`src/rtl/reg_file_pkg.sv`:
```
// Shared constants for the integer register file: architectural sizes, the
// zero word and the stage positions inside the pipeline stall vector.
package reg_file_pkg;

   localparam int RF_REG_NUM  = 32;
   localparam int RF_DATA_W   = 32;
   localparam int RF_ADDR_W   = 5;
   localparam int RF_STALL_W  = 6;

   localparam logic [RF_DATA_W-1:0] ZERO_WORD    = '0;
   localparam logic [RF_ADDR_W-1:0] NOP_REG_ADDR = '0;
   localparam logic                 WRITE_ENABLE = 1'b1;
   localparam logic                 READ_ENABLE  = 1'b1;

   typedef enum int {
      STALL_PC  = 0,
      STALL_IF  = 1,
      STALL_ID  = 2,
      STALL_EX  = 3,
      STALL_MEM = 4,
      STALL_WB  = 5
   } stall_stage_e;

endpackage

```
`src/rtl/reg_scoreboard.sv`:
```
// Pending-load scoreboard: one busy bit per register, set by ID-issued loads,
// cleared by the matching write-back, dropped wholesale on a flush.
module reg_scoreboard
   import reg_file_pkg::*;
#(
   parameter int REG_NUM = RF_REG_NUM,
   parameter int ADDR_W  = RF_ADDR_W
) (
   input  logic              clk,
   input  logic              rst,
   input  logic              busy_set,
   input  logic [ADDR_W-1:0] busy_set_addr,
   input  logic              flush,
   input  logic              id_stall,
   input  logic              wb_w_enable,
   input  logic [ADDR_W-1:0] wb_w_addr,
   input  logic              r1_enable,
   input  logic [ADDR_W-1:0] r1_addr,
   input  logic              r2_enable,
   input  logic [ADDR_W-1:0] r2_addr,
   output logic              stallreq
);

   logic [REG_NUM-1:0] busy_q;
   logic [REG_NUM-1:0] busy_d;
   logic               r1_hit;
   logic               r2_hit;

   // NOTE: every variable driven here gets a default first so no path leaves it
   // unassigned; a missing default infers a latch.
   always_comb begin
      busy_d = busy_q;
      if (flush) begin
         busy_d = '0;
      end else begin
         // Clear first so a same-address set overrides it: the newer load owns the register.
         if (wb_w_enable)
            busy_d[wb_w_addr] = 1'b0;
         if (busy_set && !id_stall && busy_set_addr != NOP_REG_ADDR)
            busy_d[busy_set_addr] = 1'b1;
      end
      busy_d[0] = 1'b0;
   end

   // NOTE: state is updated with non-blocking assignments only, so every flop
   // samples the pre-edge value regardless of block ordering.
   always_ff @(posedge clk) begin
      if (rst)
         busy_q <= '0;
      else
         busy_q <= busy_d;
   end

   // A write-back to the same address supplies the data through the bypass.
   assign r1_hit = r1_enable && busy_q[r1_addr] && !(wb_w_enable && wb_w_addr == r1_addr);
   assign r2_hit = r2_enable && busy_q[r2_addr] && !(wb_w_enable && wb_w_addr == r2_addr);

   assign stallreq = !rst && (r1_hit || r2_hit);

endmodule

```
`src/rtl/reg_file.sv`:
```
// Architectural register file x0..x31 with two bypassed read ports and a
// pending-load scoreboard that raises stallreq toward the pipeline controller.
module reg_file
   import reg_file_pkg::*;
#(
   parameter int REG_NUM = RF_REG_NUM,
   parameter int DATA_W  = RF_DATA_W,
   parameter int ADDR_W  = RF_ADDR_W
) (
   input  logic                  clk,
   input  logic                  rst,
   input  logic                  wb_w_enable,
   input  logic [ADDR_W-1:0]     wb_w_addr,
   input  logic [DATA_W-1:0]     wb_w_data,
   input  logic                  r1_enable,
   input  logic [ADDR_W-1:0]     r1_addr,
   output logic [DATA_W-1:0]     r1_data,
   input  logic                  r2_enable,
   input  logic [ADDR_W-1:0]     r2_addr,
   output logic [DATA_W-1:0]     r2_data,
   input  logic                  busy_set,
   input  logic [ADDR_W-1:0]     busy_set_addr,
   input  logic                  flush,
   output logic                  stallreq,
   input  logic [RF_STALL_W-1:0] stall
);

   logic [DATA_W-1:0] regs_q [REG_NUM];
   logic              unused_stall;

   // NOTE: the storage array is cleared on reset because software may read any
   // register before writing it; plain RAM arrays are normally left unreset.
   always_ff @(posedge clk) begin
      if (rst) begin
         for (int i = 0; i < REG_NUM; i++)
            regs_q[i] <= '0;
      end else if (wb_w_enable == WRITE_ENABLE && wb_w_addr != NOP_REG_ADDR) begin
         regs_q[wb_w_addr] <= wb_w_data;
      end
   end

   always_comb begin
      r1_data = regs_q[r1_addr];
      if (r1_enable != READ_ENABLE || r1_addr == NOP_REG_ADDR)
         r1_data = ZERO_WORD[DATA_W-1:0];
      else if (wb_w_enable && wb_w_addr == r1_addr)
         r1_data = wb_w_data;

      r2_data = regs_q[r2_addr];
      if (r2_enable != READ_ENABLE || r2_addr == NOP_REG_ADDR)
         r2_data = ZERO_WORD[DATA_W-1:0];
      else if (wb_w_enable && wb_w_addr == r2_addr)
         r2_data = wb_w_data;
   end

   reg_scoreboard #(
      .REG_NUM (REG_NUM),
      .ADDR_W  (ADDR_W)
   ) u_scoreboard (
      .clk           (clk),
      .rst           (rst),
      .busy_set      (busy_set),
      .busy_set_addr (busy_set_addr),
      .flush         (flush),
      .id_stall      (stall[STALL_ID]),
      .wb_w_enable   (wb_w_enable),
      .wb_w_addr     (wb_w_addr),
      .r1_enable     (r1_enable),
      .r1_addr       (r1_addr),
      .r2_enable     (r2_enable),
      .r2_addr       (r2_addr),
      .stallreq      (stallreq)
   );

   // Only the ID bit of the stall vector matters to this block.
   assign unused_stall = ^stall;

endmodule

```
`config.mk`:
```
export PLATFORM = sky130hd
export DESIGN_NAME = reg_file
export DESIGN_NICKNAME = d
export VERILOG_FILES = /design/src/rtl/reg_file_pkg.sv /design/src/rtl/reg_scoreboard.sv /design/src/rtl/reg_file.sv
export SDC_FILE = /design/constraint.sdc
export NUM_CORES = 2
export LEC_CHECK = 0
export ABC_AREA = 1
export ABC_CLOCK_PERIOD_IN_PS = 2100
export BUFFER_PORTS_ARGS = -buffer_cell sky130_fd_sc_hd__clkbuf_2
export CORE_MARGIN = 8
export CORE_UTILIZATION = 45
export CTS_CLUSTER_DIAMETER = 200
export DETAILED_ROUTE_END_ITERATION = 10
export HOLD_SLACK_MARGIN = 0.12
export PLACE_DENSITY = 0.69
export SLEW_MARGIN = 20
export SYNTH_ARGS = -nofsm -noshare
export SYNTH_HDL_FRONTEND = slang
export SYNTH_SLANG_ARGS = --single-unit
export TNS_END_PERCENT = 1
```
`constraint.sdc`:
```
create_clock -name clk -period 2.1 [get_ports clk]
set_input_delay 0.105 -clock clk [delete_from_list [all_inputs] [get_ports clk]]
set_output_delay 0.105 -clock clk [all_outputs]
set_load 0.02 [all_outputs]
```
Word-level counts from Yosys, hierarchy flattened:

Memory sizes are Yosys's and may differ from the RTL's.
Index checks and enable logic that the tools add are counted.

* RAM bits: 1024
* input port bits: 65
* logic and storage cells: 64
* register bits: 32
* bits in latches: 0
* memory bits (read-only): 0
* memories: 1

* divide/modulo/power cells: 0
* shifts and indexed selects: 0
* $mul: 0
* bitwise gates (word level): 5
* equality and inequality tests: 2
* $lt $le $gt $ge: 6
* reduce and logical (&&, ||, !) cells: 25
* add/subtract/negate cells: 0
* muxes and demuxes: 23

Memories
* regs_q: words 32, width 32, read ports 2, clocked after Yosys merged registers in 0, wr ports 32, RTL line reg_file.sv:28 `logic [DATA_W-1:0] regs_q [REG_NUM];`

Operators by type and width (count)
* 32-bit 2-to-1 mux: 8
* 32-bit bitwise AND: 1
* 32-bit inverter: 1
* 32-bit OR: 1
* 32-bit OR reduction: 1
* 5-bit by 6-bit < comparator with 1-bit output (second input constant): 4
* 1-bit logical AND: 12
* 1-bit binary-select mux with 5-bit select: 2
* 1-bit demux with 5-bit select: 2
* 5-bit == test: 2
* 5-bit by 1-bit >= comparator with 1-bit output (second input constant): 2
* 5-bit zero test: 2
* 1-bit 2-to-1 mux: 10
* 5-bit nonzero test: 2
* 5-bit 2-to-1 mux: 1
* 1-bit zero test: 4
* 1-bit logical OR: 3
* 1-bit inverter: 2
* 2-bit OR reduction: 1

Longest topological paths before layout:

* depth after elaboration: 10
* depth in mapped cells: 12

Cells and area by module:

Synthesis repeated with hierarchy kept, for this count alone.

* cells, all modules: 7943
* area, all modules: 60907.2 um2

By module, submodules not included
* reg_file: seq. area each 30749.5 um2, cells an instance 7577, area an instance 58755.1 um2, times used 1
* reg_scoreboard: seq. area each 620.6 um2, cells an instance 366, area an instance 2152.1 um2, times used 1

Least setup slack after synthesis:

No wires, ideal clock.

* kind: input to register
* from: input port wb_w_addr[3]
* to: memory regs_q[11][0] (netlist bit) (enable)
* stages on the path: 8
* buffers on the path: 2
* data arrival time: 1.614 ns
* slack: 0.008 ns
* library setup time: 0.478 ns
* path through: nor2_1 > nand2_1 > o211ai_1 > inv_2 > buf_2 > nand2_1 > buf_2 > nand2_1

RTL lines
* start, declared: RTL line reg_file.sv:13 `input logic [ADDR_W-1:0] wb_w_addr,`
* end, declared: RTL line reg_file.sv:28

==> flow_summary.json <==
{
  "hp-class": "primary input to register",
  "hold_viol_final": 0,
  "nets": 7312,
  "reg2reg_setup_slack_ps": 940,
  "drv_slew": 0,
  "syn_avg_cell_area_um2": 8.20,
  "cts_tree": "built",
  "critPathKind": "register to primary output",
  "p_clk_share_pct": 37.6,
  "p_comb_share_pct": 15.2,
  "reg2reg_from": "u_scoreboard.busy_q[12]",
  "max_freq_mhz": 434,
  "core_mm2": 0.129,
  "io_pins": 130,
  "synth_ff_type": "edfxtp_1",
  "relSlewSlack_pct": 38.0,
  "via_per_inst": 6.11,
  "cp-startpoint": "regs_q[1][11]",
  "crit_top_cell": "nand2_1",
  "ys_seq_elements": 1055,
  "cts.root.buffer_cell": "clkbuf_16",
  "clock_latency_ps": 710,
  "mostFrequentLayoutCells": "nand2_1, nor2_1, edfxtp_1",
  "area_growth_pct": 17.6,
  "via_count": 55500,
  "grt_antenna_before_repair": 3,
  "drc": 0,
  "cp-end-kind": "primary output",
  "synth_warnings": 0,
  "rsz0062_at_grt": "true",
  "violations": "negative setup slack",
  "vdd_drop_max_mv": 0.644,
  "die_x_um": 377,
  "ys_types": 26,
  "rows": 132,
  "clock-sinks": 1055,
  "seq_power_share_pct": 47.2,
  "cts.path.max_buffers": 3,
  "min_period_ps": 2300,
  "die_h_um": 377,
  "grt_pass1_vias": 52200,
  "first_iter_violations": 9067,
  "worst_clock_skew_ps": 0,
  "wl_per_cell_um": 25.6,
  "gp_congestion": 0.949,
  "power.share.switching_pct": 28.0,
  "status": "complete, but fails checks",
  "drtPass1Iterations": 8,
  "finalHoldWorstSlack_ps": 153,
  "worst_slack_ps": -203,
  "cp_cell_sequence": "inv_1 > nand2_1 > o21ai_0 > o211ai_1 > nor2_1 > nand2_1 > nand2_2 > a21oi_1 > buf_2",
  "io_buffers": 124,
  "wirelength_mm": 233,
  "power_uw": 52200,
  "hp-start": "wb_w_addr[2]",
  "mostFrequentLayoutCell": "nand2_1",
  "worst_pin_slew_ps": 930,
  "setup_viol": 64,
  "clk_pin_slew_ps": 60,
  "crit_required_ps": 2000,
  "netlist_instances": 7150,
  "powerDensity_mw_per_mm2": 757,
  "hpwl_mm": 145,
  "switching_power_uw": 14600,
  "start_kind": "register",
  "finalCritPeriodShare_pct": 110,
  "grtUsageTotal_pct": 31.5,
  "internal-power_uw": 37600,
  "numCtsBuffers": 114,
  "cp.arrival_ps": 2200,
  "ys_seq_area_share_pct": 53.5,
  "synth-async-reset-ratio_pct": 0,
  "grt_pass1_wl_mm": 336,
  "initial_core_util_pct": 45.3,
  "drive_gt1_share_pct": 13.0,
  "h-tree-depth": 3,
  "crit_slowest_cell": "edfxtp_1",
  "leakage_uw": 0.0274,
  "grt-ovfl-total": 0,
  "max_stage_delay_ps": 330,
  "drv_cap": 0,
  "ant_nets": 0,
  "syn_area_mm2": 0.0586,
  "dieArea_mm2": 0.142,
  "path_max_fanout": 2,
  "synth_edf_count": 1024,
  "grt_max_degree": 79
}
==> power groups by stage <==
stage          logic (µW)  registers [µW]  clock network (µW)
6_report             7940           24700               19600
5_1_grt              8400           24800               20500
4_1_cts              7660           24600               19600
3_5_place_dp         7350           25100                   0
3_3_place_gp         7210           25000                   0
2_1_floorplan        4220           25000                   0
==> synthesized netlist by cell type (20+ instances only) <==
cell type,n,area [µm²]
nand2_1,1516,5690
nor2_1,1197,4490
edfxtp_1,1024,30700
nand3_1,639,3200
o21ai_0,552,2760
inv_1,512,1920
a21oi_1,511,2560
o211ai_1,433,3250
buf_2,292,1460
clkbuf_1,292,1100
buf_1,39,146
dfxtp_1,31,621
buf_4,24,180
o21ai_1,22,110
nor3_1,20,100
==> per-layer routing <==
| metal | wire length [µm] | global-route usage [%] | share of wire, % |
|---|---|---|---|
| met1 | 81800 | 39.7 | 35 |
| met5 | 33 | 0 | 0.014 |
| met3 | 31200 | 7.14 | 13 |
| met2 | 103000 | 49.3 | 44 |
| met4 | 16600 | 19.1 | 7.1 |
==> registers in the layout (all words and copies together) (netlist names) <==
| name | count |
|---|---|
| regs_q | 1024 |
| u_scoreboard.busy_q | 31 |
==> cell families (layout without fill, tap and decap cells) <==
kind of cell	after synthesis	in the layout	synth area share, %
and+or+nand+nor	3402	3402	23.3
buffers and inverters	1171	1331	8.33
AOI/OAI and AO/OA	1520	1520	14.8
other	1	35	0.00640
xor gates and xnor gates	1	1	0.0149
DFF	1055	1055	53.5
==> layout make-up <==
cell class,count,area (µm²)
Clock inverter,64,522
Inverter,520,1970
Sequential cell,1055,31400
Tap cell,1742,2180
Multi-Input combinational cell,4955,23200
Clock buffer,146,3020
Timing Repair Buffer,601,6680
Antenna cell,3,7.51
Fill cell,11600,60500
==> per-stage QoR <==
stage                     worst slack [ps]  area (µm²)  cells  TNS [ps]  utilization (%)
after floorplan                       8.15       58800   7181         0                -
after global placement               -1.83       64100   8810     -1.83             49.5
after detailed placement              7.20       64100   8810         0             49.5
after CTS                             -207       68800   9081     -7030             53.2
after global routing                  -256       69000   9083    -13740             53.3
final                                 -203       69000   9086     -6840             53.3
==> critical path: cells and delay by family (launching register included) <==
family | cells | cell delay, ps
buffers and inverters | 2 | 270
AND/OR/NAND/NOR | 4 | 330
flip-flops | 1 | 330
AO/OA/AOI/OAI | 3 | 550
==> final timing paths <==
path                                   to  cells past startpoint
setup reg to reg  u_scoreboard.busy_q[12]                      3
hold / removal     u_scoreboard.busy_q[8]                      7
setup / recovery              r1_data[11]                      9
hold reg to reg   u_scoreboard.busy_q[27]                      2
==> what timing repair did <==
action	CTS	global route
setup endpoints to repair	65	70
pin swaps	60	45
buffers inserted	1	2
hold buffers	60	0
gates cloned	0	0
hold endpoints to repair	973	0
resized for setup	202	74
No activity file was read; power rests on OpenSTA's default activity.
